[config.mk]
export PLATFORM = sky130hd
export DESIGN_NAME = multi_channel_watchdog_flat
export DESIGN_NICKNAME = d
export VERILOG_FILES = /design/src/rtl/multi_channel_watchdog_if.sv /design/src/rtl/multi_channel_watchdog.sv /design/src/flat_wrapper.sv
export SDC_FILE = /design/constraint.sdc
export NUM_CORES = 1
export LEC_CHECK = 0
export CAP_MARGIN = 30
export CORE_AREA = 2 2 195 197
export CTS_BUF_LIST = sky130_fd_sc_hd__clkbuf_2 sky130_fd_sc_hd__clkbuf_4 sky130_fd_sc_hd__clkbuf_8
export DETAILED_ROUTE_END_ITERATION = 10
export DIE_AREA = 0 0 197 199
export RECOVER_POWER = 25
export SKIP_LAST_GASP = 1
export SLEW_MARGIN = 20
export SYNTH_ARGS = -nofsm -noshare
export SYNTH_HDL_FRONTEND = slang
export SYNTH_SLANG_ARGS = --single-unit
[constraint.sdc]
create_clock -name clk -period 4.4 [get_ports clk]
set_input_delay 0.88 -clock clk [delete_from_list [all_inputs] [get_ports clk]]
set_output_delay 0.88 -clock clk [all_outputs]
set_load 0.02 [all_outputs]
[src/rtl/multi_channel_watchdog_if.sv]
// Control/status bundle between the verification top and the watchdog.
interface multi_channel_watchdog_if #(
  parameter int CHANNELS = 4,
  parameter int CNT_W    = 24,
  parameter int GLB_W    = 32
);
  logic                start;
  logic                kick;
  logic                done_req;
  logic [CHANNELS-1:0] line;
  logic [CHANNELS-1:0] enable;
  logic [CNT_W-1:0]    idle_limit;
  logic [GLB_W-1:0]    global_limit;
  logic [2:0]          state;
  logic                busy;
  logic                done_ack;
  logic                timeout;
  logic [CHANNELS-1:0] chan_timeout;
  logic [3:0]          first_chan;
  logic                global_expired;

  modport master (
    output start, kick, done_req, line, enable, idle_limit, global_limit,
    input  state, busy, done_ack, timeout, chan_timeout, first_chan, global_expired
  );

  modport slave (
    input  start, kick, done_req, line, enable, idle_limit, global_limit,
    output state, busy, done_ack, timeout, chan_timeout, first_chan, global_expired
  );
endinterface

[src/rtl/multi_channel_watchdog.sv]
// Watchdog over CHANNELS serial lines plus a global run timer, with a
// done_req/done_ack drain handshake. TIMEOUT is terminal until rst_n.

module mcw_chan #(
  parameter int CNT_W = 24
) (
  input  logic             clk,
  input  logic             rst_n,
  input  logic             line_i,
  input  logic             en_i,
  input  logic             active_i,
  input  logic [CNT_W-1:0] limit_i,
  output logic             tog_o,
  output logic             expire_o
);
  logic [2:0]       sync_q, sync_d;
  logic [CNT_W-1:0] cnt_q, cnt_d;

  assign tog_o    = sync_q[1] ^ sync_q[2];
  assign expire_o = active_i && en_i && !tog_o && (limit_i != '0) &&
                    (cnt_q == limit_i - CNT_W'(1));

  always_comb begin
    sync_d = {sync_q[1:0], line_i};
    cnt_d  = cnt_q;
    if (tog_o || !en_i || !active_i) cnt_d = '0;
    else if (cnt_q != limit_i)       cnt_d = cnt_q + CNT_W'(1);
  end

  // Sync chain resets to the serial idle level so reset release is edge-free.
  always_ff @(posedge clk or negedge rst_n) begin
    if (!rst_n) begin
      sync_q <= '1;
      cnt_q  <= '0;
    end else begin
      sync_q <= sync_d;
      cnt_q  <= cnt_d;
    end
  end
endmodule

module multi_channel_watchdog #(
  parameter int CHANNELS     = 4,
  parameter int CNT_W        = 24,
  parameter int GLB_W        = 32,
  parameter int DRAIN_CYCLES = 64
) (
  input logic clk,
  input logic rst_n,
  multi_channel_watchdog_if.slave bus
);
  localparam int QW = $clog2(DRAIN_CYCLES) + 1;

  typedef enum logic [2:0] {
    S_IDLE    = 3'd0,
    S_RUN     = 3'd1,
    S_DRAIN   = 3'd2,
    S_DONE    = 3'd3,
    S_TIMEOUT = 3'd4
  } state_e;

  state_e              state_q, state_d;
  logic [GLB_W-1:0]    gcnt_q, gcnt_d;
  logic [QW-1:0]       qcnt_q, qcnt_d;
  logic [CHANNELS-1:0] chan_to_q, chan_to_d;
  logic [3:0]          first_q, first_d;
  logic                gexp_q, gexp_d;
  logic                busy_q, busy_d;
  logic                done_ack_q, done_ack_d;
  logic                timeout_q, timeout_d;

  logic [CHANNELS-1:0] tog, chan_exp;
  logic                active, glb_exp, any_exp, quiet, start_acc;
  logic [3:0]          low_idx;

  assign active = (state_q == S_RUN) || (state_q == S_DRAIN);

  for (genvar i = 0; i < CHANNELS; i++) begin : g_chan
    mcw_chan #(.CNT_W(CNT_W)) u_chan (
      .clk      (clk),
      .rst_n    (rst_n),
      .line_i   (bus.line[i]),
      .en_i     (bus.enable[i]),
      .active_i (active),
      .limit_i  (bus.idle_limit),
      .tog_o    (tog[i]),
      .expire_o (chan_exp[i])
    );
  end

  always_comb begin
    glb_exp   = active && !bus.kick && (bus.global_limit != '0) &&
                (gcnt_q == bus.global_limit - GLB_W'(1));
    any_exp   = (|chan_exp) || glb_exp;
    quiet     = ~|(tog & bus.enable);
    start_acc = bus.start && ((state_q == S_IDLE) || (state_q == S_DONE));

    low_idx = '0;
    for (int i = CHANNELS - 1; i >= 0; i--)
      if (chan_exp[i]) low_idx = 4'(i);

    // Expiry outranks both done_req and drain completion.
    state_d = state_q;
    case (state_q)
      S_IDLE, S_DONE: if (bus.start) state_d = S_RUN;
      S_RUN: begin
        if (any_exp)           state_d = S_TIMEOUT;
        else if (bus.done_req) state_d = S_DRAIN;
      end
      S_DRAIN: begin
        if (any_exp)                                          state_d = S_TIMEOUT;
        else if (!bus.done_req)                               state_d = S_RUN;
        else if (quiet && qcnt_q == QW'(DRAIN_CYCLES - 1))    state_d = S_DONE;
      end
      default: state_d = state_q;
    endcase

    gcnt_d = gcnt_q;
    if (start_acc || bus.kick) gcnt_d = '0;
    else if (active)           gcnt_d = gcnt_q + GLB_W'(1);

    qcnt_d = '0;
    if (state_q == S_DRAIN && state_d == S_DRAIN && quiet) qcnt_d = qcnt_q + QW'(1);

    chan_to_d = start_acc ? '0 : (chan_to_q | chan_exp);
    gexp_d    = start_acc ? 1'b0 : (gexp_q | glb_exp);
    first_d   = start_acc ? 4'd0 : ((|chan_exp) ? low_idx : first_q);

    busy_d     = (state_d == S_RUN) || (state_d == S_DRAIN);
    done_ack_d = (state_d == S_DONE);
    timeout_d  = (state_d == S_TIMEOUT);
  end

  always_ff @(posedge clk or negedge rst_n) begin
    if (!rst_n) begin
      state_q    <= S_IDLE;
      gcnt_q     <= '0;
      qcnt_q     <= '0;
      chan_to_q  <= '0;
      first_q    <= '0;
      gexp_q     <= 1'b0;
      busy_q     <= 1'b0;
      done_ack_q <= 1'b0;
      timeout_q  <= 1'b0;
    end else begin
      state_q    <= state_d;
      gcnt_q     <= gcnt_d;
      qcnt_q     <= qcnt_d;
      chan_to_q  <= chan_to_d;
      first_q    <= first_d;
      gexp_q     <= gexp_d;
      busy_q     <= busy_d;
      done_ack_q <= done_ack_d;
      timeout_q  <= timeout_d;
    end
  end

  assign bus.state          = state_q;
  assign bus.busy           = busy_q;
  assign bus.done_ack       = done_ack_q;
  assign bus.timeout        = timeout_q;
  assign bus.chan_timeout   = chan_to_q;
  assign bus.first_chan     = first_q;
  assign bus.global_expired = gexp_q;
endmodule

[src/flat_wrapper.sv]
// flat-port wrapper written by rule: the top's interface ports become plain ports
module multi_channel_watchdog_flat 
#(
  parameter int CHANNELS     = 4,
  parameter int CNT_W        = 24,
  parameter int GLB_W        = 32,
  parameter int DRAIN_CYCLES = 64
)
  (clk, rst_n, bus_start, bus_kick, bus_done_req, bus_line, bus_enable, bus_idle_limit, bus_global_limit, bus_state, bus_busy, bus_done_ack, bus_timeout, bus_chan_timeout, bus_first_chan, bus_global_expired);
  multi_channel_watchdog_if #(.CHANNELS(CHANNELS), .CNT_W(CNT_W), .GLB_W(GLB_W)) bus_i ();
  input logic clk;
  input logic rst_n;
  input wire logic [$bits(bus_i.start)-1:0] bus_start;
  input wire logic [$bits(bus_i.kick)-1:0] bus_kick;
  input wire logic [$bits(bus_i.done_req)-1:0] bus_done_req;
  input wire logic [$bits(bus_i.line)-1:0] bus_line;
  input wire logic [$bits(bus_i.enable)-1:0] bus_enable;
  input wire logic [$bits(bus_i.idle_limit)-1:0] bus_idle_limit;
  input wire logic [$bits(bus_i.global_limit)-1:0] bus_global_limit;
  output wire logic [$bits(bus_i.state)-1:0] bus_state;
  output wire logic [$bits(bus_i.busy)-1:0] bus_busy;
  output wire logic [$bits(bus_i.done_ack)-1:0] bus_done_ack;
  output wire logic [$bits(bus_i.timeout)-1:0] bus_timeout;
  output wire logic [$bits(bus_i.chan_timeout)-1:0] bus_chan_timeout;
  output wire logic [$bits(bus_i.first_chan)-1:0] bus_first_chan;
  output wire logic [$bits(bus_i.global_expired)-1:0] bus_global_expired;
  assign bus_i.start = bus_start;
  assign bus_i.kick = bus_kick;
  assign bus_i.done_req = bus_done_req;
  assign bus_i.line = bus_line;
  assign bus_i.enable = bus_enable;
  assign bus_i.idle_limit = bus_idle_limit;
  assign bus_i.global_limit = bus_global_limit;
  assign bus_state = bus_i.state;
  assign bus_busy = bus_i.busy;
  assign bus_done_ack = bus_i.done_ack;
  assign bus_timeout = bus_i.timeout;
  assign bus_chan_timeout = bus_i.chan_timeout;
  assign bus_first_chan = bus_i.first_chan;
  assign bus_global_expired = bus_i.global_expired;
  multi_channel_watchdog #(.CHANNELS(CHANNELS), .CNT_W(CNT_W), .GLB_W(GLB_W), .DRAIN_CYCLES(DRAIN_CYCLES)) u_core (.clk(clk), .rst_n(rst_n), .bus(bus_i));
endmodule
[Yosys cells after proc, flatten, opt, wreduce, memory -nomap -nowiden]
Index checks and enable logic that the tools add are counted.
Storage, ports and cells
  bits in registers: 162
  output and inout port bits: 15
  bits of input ports: 69
  logic and storage cells: 134
Operators by class
  muxes and demuxes: 26
  $add $sub $neg: 8
  reductions and logical operators: 59
  bitwise gates (word level): 7
  equal/unequal tests: 17
Operators by type and width (count)
  2-to-1 mux 24 bit: 8
  adder 24 x 1 -> 24 bit (second input constant): 4
  equality test 24 bit: 4
  != test 24 bit: 4
  2-to-1 mux 32 bit: 2
  adder 32 x 1 -> 32 bit (second input constant): 1
  equality test 32 bit: 1
  nonzero test 32 bit: 1
  subtractor 32 x 1 -> 32 bit (second input constant): 1
  2-to-1 mux 4 bit: 6
  nonzero test 24 bit: 1
  subtractor 24 x 1 -> 24 bit (second input constant): 1
  logical AND 1 bit: 23
  2-to-1 mux 3 bit: 6
  logical OR 1 bit: 13
  equality test 3 x 2 -> 1 bit (second input constant): 4
  nonzero test 2 bit: 6
  zero test 1 bit: 11
  one-hot mux 3 bit (3 select lines): 1
  OR reduction 4 bit: 2
  adder 7 x 1 -> 7 bit (second input constant): 1
  equality test 7 x 6 -> 1 bit (second input constant): 1
  2-to-1 mux 7 bit: 1
  equality test 3 x 1 -> 1 bit (second input constant): 2
  other kinds (9): 12

[Depth between registers and ports, before layout]
Gate-level depths: netlist of the first run.
  depth after elaboration: 14
  depth in mapped cells: 15
  depth with buffers taken out: 12

[Cells and area by module]
Synthesis of the first run repeated with hierarchy kept, for this count alone.
Unflattened totals
  cells, all modules: 1638
  area total of the unflattened synthesis: 13225.2 sq um
Modules (own cells, without submodules)
  mcw_chan: cells an instance 303, instances 4, area each 2407.3 sq um, sequential area each 679.4 sq um
  multi_channel_watchdog: cells an instance 426, instances 1, area each 3595.9 sq um, sequential area each 1301.2 sq um

[Worst setup path before layout of the first run]
No wires, ideal clock.
  path type: input to register
  start point: input bus_idle_limit[0]
  end point: register u_core.done_ack_q (netlist: u_core.bus.done_ack)
  setup time: 118 ps
  data arrival time: 4214 ps
  required time: 4282 ps
  setup slack: 69 ps
  stages on the path: 15
  buffers on the path: 3
  path through: clkbuf_1 -> inv_1 -> ha_1 -> buf_2 -> or3b_1 -> clkbuf_1 -> o31ai_1 -> a21oi_1 -> or4_1 -> nor4_1 -> and4_1 -> a311o_1 -> nor3_2 -> a311o_1 -> nor2b_1
On the way
  word-level cells in the longest chain between the ends: 8
  elaborated cells between the ends (all ways): 20
  classes of those cells: add/sub: 1; eq/ne: 5; mux: 3; reduce/logical: 11
RTL lines
  from (decl): line flat_wrapper.sv:18  | input wire logic [$bits(bus_i.idle_limit)-1:0] bus_idle_limit;
  subtractor 24 x 1 -> 24 bit / nonzero test 24 bit (equally long branches): line multi_channel_watchdog.sv:21, multi_channel_watchdog.sv:20
  equality test 24 bit / logical AND 1 bit (equally long branches): line multi_channel_watchdog.sv:21, multi_channel_watchdog.sv:20
  logical AND 1 bit: line multi_channel_watchdog.sv:20  | assign expire_o = active_i && en_i && !tog_o && (limit_i != '0) &&
  OR reduction 4 bit (*): line multi_channel_watchdog.sv:94  | any_exp = (|chan_exp) || glb_exp;
  logical OR 1 bit (*): line multi_channel_watchdog.sv:94
  2-to-1 mux 3 bit, on equally long branches: line multi_channel_watchdog.sv:111, multi_channel_watchdog.sv:107
  one-hot mux 3 bit (3 select lines) (*): line multi_channel_watchdog.sv:104  | case (state_q)
  net u_core.state_d[1]: line multi_channel_watchdog.sv:62  | state_e state_q, state_d;
  equality test 3 x 2 -> 1 bit (*): line multi_channel_watchdog.sv:130  | done_ack_d = (state_d == S_DONE);
  net u_core.done_ack_d: line multi_channel_watchdog.sv:69  | logic done_ack_q, done_ack_d;
  to (signal assigned): line multi_channel_watchdog.sv:153  | done_ack_q <= done_ack_d;
  to (decl): line multi_channel_watchdog.sv:69
The timed path passes the listed nets; every way through them passes the cells marked *.
A chain may end at the register's enable or synchronous reset.

[Worst setup path in the final report of the first run]
  start point: input bus_idle_limit[0]
  end point: register u_core.state_q[0] (netlist: u_core.bus.state[0])
On the way
  word-level cells in the longest chain between the ends: 7
  elaborated cells between the ends (all ways): 19
  classes of those cells: add/sub: 1; eq/ne: 4; mux: 3; reduce/logical: 11
RTL lines
  subtractor 24 x 1 -> 24 bit / nonzero test 24 bit (equally long branches): line multi_channel_watchdog.sv:21, multi_channel_watchdog.sv:20
  equality test 24 bit / logical AND 1 bit (equally long branches): line multi_channel_watchdog.sv:21, multi_channel_watchdog.sv:20
  logical AND 1 bit: line multi_channel_watchdog.sv:20
  OR reduction 4 bit (*): line multi_channel_watchdog.sv:94
  logical OR 1 bit (*): line multi_channel_watchdog.sv:94
  2-to-1 mux 3 bit, on equally long branches: line multi_channel_watchdog.sv:111, multi_channel_watchdog.sv:107
  one-hot mux 3 bit (3 select lines) (*): line multi_channel_watchdog.sv:104
  net u_core.state_d[0]: line multi_channel_watchdog.sv:62
  to (signal assigned): line multi_channel_watchdog.sv:146  | state_q <= state_d;
  to (decl): line multi_channel_watchdog.sv:62
Marks and branches as above.

==> impl_metrics.csv, run 1 <==
group,metric,value,unit
status,status,"finished with violations",
status,violations,"capacitance limit, slew limit",
route,vias,12470,
setup_path,worstSetupEndpointType,"flip-flop",
synth,synth_flop_cell,"dfrtp_1",
finish,antenna_cells,0,
setup_path,crit_end,"u_core.bus.state[0]$_DFF_PN0_",
sta,tightestPinTransition,3.09,ns
setup_path,reg2reg_from,"u_core.bus.state[0]$_DFF_PN0_",
pwr,p_leak,0.00607,µW
floorplan,core,37100,µm²
synth,synth_cell_types,85,
setup_path,timing.critical_path.slowest_cell_delay,0.75,ns
setup_path,crit-reg2reg-capture,"u_core.bus.state[0]$_DFF_PN0_",
clock_network,ctsHoldBuffers,0,
global_routing,grt-ovfl-total,0,
global_routing,antenna_found_initial,0,
synth,async_reset_ff_frac,1.00,
sta,post-route-period-util,0.990,
setup_path,crit_start,"bus_idle_limit[0]",
setup_path,cpLargestDelayFamily,"simple AND/OR/NAND/NOR gates",
setup_path,cp.arrival,4.72,ns
route,wl,45400,µm
route,antenna_left,0,
placement,gp_congestion,1.02,
synth,ys_warn_count,0,
floorplan,die_w,197,µm
route,wl_per_cell,20.4,µm
floorplan,start_util,0.345,
clock_network,numCtsBuffers,17,
sta,fin_skew,0.0197,ns
placement,pre_cts_slack,-0.507,ns
setup_path,worstSetupPathType,"primary input to flip-flop",
route,viasPerCell,5.60,
synth,ys_seq_area_frac,0.314,
floorplan,pin_count,84,
clock_network,post-cts-setup-buffers,0,
setup_path,reg2reg_setup_slack,0.48,ns
floorplan,die_area,39200,µm²
min_path,hp-class,"flip-flop to flip-flop",
global_routing,grt_usage,0.235,
synth,post-synth-top-count-cell,"nor2_1",
route,drc_errors,0,
route,dr.first_iter.drc_count,1106,
finish,nets,1820,
flow_run,drv_cap,1,
global_routing,grt_pass1_wl,70700,µm
setup_path,worst-path-stages,13,
sta,grt_setup_unrepaired,"no",
clock_network,cts.htree.levels,4,
global_routing,grt_max_degree,94,
setup_path,startpoint_type,"primary input",
clock_network,clk_path_buf_depth,2,
floorplan,rows,71,
sta,finalHoldViolCount,0,
pwr,p_per_area,201,nW/µm²
setup_path,cp.required,4.76,ns
sta,setup_viol,0,
setup_path,crit_buf_inv,3,
floorplan,die_h,199,µm
sta,drv_slew,69,
setup_path,reg2reg_depth,12,
sta,max_slew_margin,-1.06,
clock_network,clk_pin_slew,0.10,ns
setup_path,critPathSlowestCell,"or4b_2",
synth,yosys.area.top_type,"dfrtp_1",
synth,synthCells,1540,
sta,setup_ws,0.0452,ns
finish,drive_above_1_share,0.156,
synth,synth_edf_count,0,
finish,multi_input_area,8290,µm²
finish,final_util,0.425,
sta,fmax,230,MHz
synth,synth_commonest_cells,"nor2_1, xnor2_1, dfrtp_1",
pwr,ir_worst_vdd,194,µV
setup_path,path_max_fanout,5,
route,drtPass1Iterations,5,
finish,syn_to_final_growth,23.1,%
synth,syn_area,12800,µm²
clock_network,insertion_delay,0.48,ns
synth,synth.area.top_cells,"dfrtp_1, xnor2_1, xor2_1",
clock_network,cts_tree,"yes",
placement,portBuffers,81,
finish,seq_area,4020,µm²
synth,syn_avg_cell_area,8.32,µm²
synth,synth_top_area_frac,0.289,
finish,fill_cells,3735,
placement,dpl.hpwl,36000,µm
clock_network,clock-root-buffer,"clkbuf_8",
sta,fin_crit,4.35,ns
global_routing,first_global_vias,12357,
setup_path,cp_cell_sequence,"clkdlybuf4s50_1, inv_1, ha_1, or3b_1, nor3_1, o211ai_1, or4b_2, nor4b_1, buf_4, a311oi_1, nand3_1, a2bb2oi_1, o21ai_1",
clock_network,cts_num_sinks,160,
synth,ys_ff_latch,160,
registers in the layout, summed over array words and instances, names as in the netlist:
name,cells
u_core.bus.global_expired,1
u_core.bus.first_chan,2
u_core.bus.timeout,1
u_core.bus.state,3
u_core.gcnt_q,32
u_core.g_chan.u_chan.cnt_q,96
u_core.bus.done_ack,1
u_core.g_chan.u_chan.sync_q,12
u_core.bus.chan_timeout,4
u_core.bus.busy,1
u_core.qcnt_q,7
cells by family after synthesis:
kind of cell,Yosys count,synth area share
other,1,0.000293
AND/OR/NAND/NOR,707,0.296
flip-flops,160,0.314
AO/OA/AOI/OAI,213,0.111
adder cells (fa/ha/maj),10,0.00976
multiplexers,11,0.00879
XOR/XNOR,305,0.218
buffers and inverters,133,0.0422
worst min path at each step:
stage                                                start  cells past startpoint                                     endpoint  slack (ns)
2_1_floorplan  u_core.g_chan[0].u_chan.sync_q[0]$_DFF_PN1_                      0  u_core.g_chan[0].u_chan.sync_q[1]$_DFF_PN1_        0.35
3_3_place_gp   u_core.g_chan[2].u_chan.sync_q[0]$_DFF_PN1_                      0  u_core.g_chan[2].u_chan.sync_q[1]$_DFF_PN1_        0.35
3_5_place_dp   u_core.g_chan[3].u_chan.sync_q[0]$_DFF_PN1_                      0  u_core.g_chan[3].u_chan.sync_q[1]$_DFF_PN1_        0.35
4_1_cts        u_core.g_chan[3].u_chan.sync_q[0]$_DFF_PN1_                      0  u_core.g_chan[3].u_chan.sync_q[1]$_DFF_PN1_        0.36
5_1_grt        u_core.g_chan[3].u_chan.sync_q[0]$_DFF_PN1_                      0  u_core.g_chan[3].u_chan.sync_q[1]$_DFF_PN1_        0.37
6_report       u_core.g_chan[3].u_chan.sync_q[0]$_DFF_PN1_                      0  u_core.g_chan[3].u_chan.sync_q[1]$_DFF_PN1_        0.37
metal layers:
| metal | up-vias | routed length, µm | GRT usage |
|---|---|---|---|
| met3 | 91 | 3440 | 0.0427 |
| li1 | 5884 | - | - |
| met2 | 506 | 20500 | 0.383 |
| met4 | 0 | 1680 | 0.0897 |
| met1 | 5989 | 19800 | 0.311 |
| met5 | - | 0 | 0 |
worst reg2reg max path: stages, from the launching register on:
cell and delay [ns]:
dfrtp_1 0.51, xnor2_1 0.20, buf_4 0.16, or4b_1 0.67, nand3b_1 0.27, nand2b_1 0.16
or4b_2 0.68, nor4b_1 0.49, buf_4 0.19, a311oi_1 0.11, nand3_1 0.13, a2bb2oi_1 0.17
o21ai_1 0.07
cells in the final DEF (no fill, tap or decap), types with 16 or more instances in the layout:
master,instances
nand4_1,66
nand3_1,71
or3_1,39
buf_4,198
xnor2_1,156
nor2_1,186
nand2_1,103
clkbuf_8,17
a21oi_1,52
inv_1,32
xor2_1,140
or4_1,19
dfrtp_1,148
and3_1,31
nor3_1,45
clkdlybuf4s50_1,76
nand2b_1,16
and4_1,16
nor4_1,34
o21ai_0,47
report_power, final:
part | internal (µW) | switching [µW]
sequential | 1480 | 2.51
combinational | 227 | 299
clock | 486 | 678
timing repair:
item / 4_1_cts / 5_1_grt
gates resized for setup: 0 / 3
endpoints found under the hold margin: 0 / 0
endpoints found under the setup margin: 0 / 13
stage by stage:
stage               hold WS [ns]  total power [µW]  std cells  instance area, µm²  setup TNS [ns]
finish                     0.367              3170       2228               15800               0
global route               0.372              3300       2228               15800               0
CTS                        0.363              3210       2228               15800               0
detailed placement         0.347              2030       2196               15300           -5.74
global placement           0.347              2030       2196               15300           -5.59
floorplan                  0.345              1750       1541               12800               0
cell type report:
| class | count | share of cell area |
|---|---|---|
| clock buffers | 17 | 0.0148 |
| clock inverters | 15 | 0.0119 |
| inverters | 33 | 0.00785 |
| multi-input cells | 1248 | 0.526 |
| flip-flops and latches | 160 | 0.255 |
| well taps | 474 | 0.0376 |
| repair buffers | 281 | 0.148 |
Power figures use the tool's default switching activity.
==> run 2: changes to the inputs <==
Settings changed: CORE_AREA 2 2 195 197 to 2 2 160 240, DIE_AREA 0 0 197 199 to 0 0 162 242.
==> run 2 against run 1 <==
Compared with the run above:
- the flow still finishes with violations (capacitance limit, slew limit)
- clock power is essentially flat
- routed wire length rose by 9.5%
- flip-flop and latch count unchanged
- utilization increased by 0.88 points
- global-route usage up 1.9 points
- die area about the same
==> impl_metrics.csv, run 2 (synthesis results as in run 1) <==
group,metric,value,unit
status,status,"finished with violations",
status,violations,"capacitance limit, slew limit",
sta,tightestPinTransition,1.50,ns
clock_network,clock-root-buffer,"clkbuf_8",
finish,drive_above_1_share,0.176,
global_routing,first_global_vias,12902,
finish,fill_cells,3761,
sta,max_slew_margin,-0.000750,
floorplan,start_util,0.344,
clock_network,numCtsBuffers,17,
finish,nets,1855,
finish,final-instance-count-excl-fill,2279,
finish,max_flop_register,"u_core.g_chan.u_chan.cnt_q",
sta,tns,0,ns
placement,postPlaceCellArea,15600,µm²
clock_network,clk_path_buf_depth,2,
sta,finalHoldViolCount,0,
finish,syn_to_final_growth,25.9,%
setup_path,worstSetupEndpointType,"flip-flop",
route,drc_errors,0,
placement,dp_cells,2243,
clock_network,insertion_delay,0.51,ns
global_routing,grt_pass1_wl,75200,µm
sta,fin_crit,4.27,ns
route,wl,49800,µm
sta,fmax,234,MHz
global_routing,grt_max_degree,103,
pwr,p_per_area,199,nW/µm²
sta,grt_setup_unrepaired,"no",
route,viasPerCell,5.58,
route,drtPass1Iterations,5,
floorplan,die_area,39200,µm²
finish,largest_register_ffs,96,
finish,design_area,16100,µm²
global_routing,grt-ovfl-total,0,
finish,reg_top3,"u_core.g_chan.u_chan.cnt_q x96, u_core.gcnt_q x32, u_core.g_chan.u_chan.sync_q x12",
setup_path,worstSetupPathType,"primary input to flip-flop",
sta,drv_slew,18,
sta,fin_skew,0.0146,ns
route,antenna_left,0,
setup_path,startpoint_type,"primary input",
pwr,p_leak,0.00627,µW
floorplan,pin_count,84,
global_routing,grt_usage,0.254,
sta,setup_viol,0,
floorplan,core,37200,µm²
route,wl_per_cell,21.8,µm
finish,final_util,0.434,
finish,final_common_cell,"buf_4",
finish,final_cell_mix,"buf_4, nor2_1, xnor2_1",
global_routing,antenna_found_initial,1,
sta,post-route-period-util,0.971,
placement,dpl.hpwl,40500,µm
clock_network,clk_pin_slew,0.10,ns
clock_network,cts_tree,"yes",
pwr,ir_worst_vdd,183,µV
route,vias,12726,
floorplan,die_h,242,µm
setup_path,path_max_fanout,6,
clock_network,cts.htree.levels,4,
placement,portBuffers,81,
route,dr.first_iter.drc_count,854,
setup_path,cp.arrival,4.68,ns
clock_network,cts_num_sinks,160,
min_path,hp-class,"flip-flop to flip-flop",
setup_path,cp.required,4.81,ns
placement,gp_congestion,1.05,
clock_network,ctsHoldBuffers,0,
floorplan,die_w,162,µm
floorplan,rows,87,
flow_run,drv_cap,1,
run 2: cell types whose count changed in the layout (fill, tap and decap cells not counted), sizes merged:
| cell | change |
|---|---|
| buf | +34 |
| inv | +1 |
| clkinv | -1 |
| diode | +1 |
| dlygate4sd2 | -1 |
| clkbuf | +2 |
run 2: worst max-delay path, stage by stage:
cell,delay (ns)
clkdlybuf4s50_1,0.51
buf_4,0.22
or4_1,0.56
or4_4,0.55
or2_1,0.37
xor2_1,0.24
and3_1,0.18
nand4_1,0.09
nor4_2,0.31
buf_4,0.18
nor3_2,0.05
a311o_1,0.40
nor2b_1,0.15
run 2: final cells by class:
class / instances / area (µm²) / area share
diodes: 1 / 2.50 / 0.000155
clock buffers: 17 / 234 / 0.0145
clock inverters: 15 / 189 / 0.0117
inverters: 33 / 124 / 0.00767
multi-input cells: 1248 / 8340 / 0.517
flip-flops and latches: 160 / 4020 / 0.249
well taps: 489 / 612 / 0.0379
repair buffers: 316 / 2620 / 0.162
run 2: final timing paths:
check | start | end | slack, ns | depth (start not counted)
max | bus_idle_limit[8] | u_core.bus.done_ack$_DFF_PN0_ | 0.13 | 13
min | u_core.g_chan[3].u_chan.sync_q[0]$_DFF_PN1_ | u_core.g_chan[3].u_chan.sync_q[1]$_DFF_PN1_ | 0.37 | 0
max reg2reg | u_core.bus.state[0]$_DFF_PN0_ | u_core.bus.done_ack$_DFF_PN0_ | 0.61 | 11
min reg2reg | u_core.g_chan[3].u_chan.sync_q[0]$_DFF_PN1_ | u_core.g_chan[3].u_chan.sync_q[1]$_DFF_PN1_ | 0.37 | 0
max in group asynchronous | rst_n | u_core.g_chan[1].u_chan.cnt_q[7]$_DFFE_PN0P_ | 1.52 | 2
min in group asynchronous | rst_n | u_core.g_chan[2].u_chan.cnt_q[2]$_DFFE_PN0P_ | 0.69 | 1
run 2: power by group:
part	internal [µW]	switching, µW	total [µW]
logic	247	319	566
clock network	488	682	1170
registers	1480	2.70	1480
total	2210	1000	3220
run 2: routing by layer:
| metal | global-route usage | up-vias | part of all wire |
|---|---|---|---|
| li1 | - | 5956 | - |
| met1 | 0.270 | 6189 | 0.37 |
| met2 | 0.456 | 427 | 0.51 |
| met3 | 0.0322 | 154 | 0.040 |
| met4 | 0.186 | 0 | 0.082 |
| met5 | 0 | - | 0 |
run 2: repair_timing:
action,CTS,global route
gates resized for setup,0,14
endpoints found under the setup margin,0,13
setup buffers,0,2
run 2: metrics by stage:
stage                     hold WS, ns  power [µW]  setup slack, ns
after global routing            0.374        3340          0.00261
after CTS                       0.364        3260           0.0862
after global placement          0.346        2070           -0.533
after detailed placement        0.348        2070           -0.473
after floorplan                 0.345        1750           0.0687
final                           0.368        3220            0.126
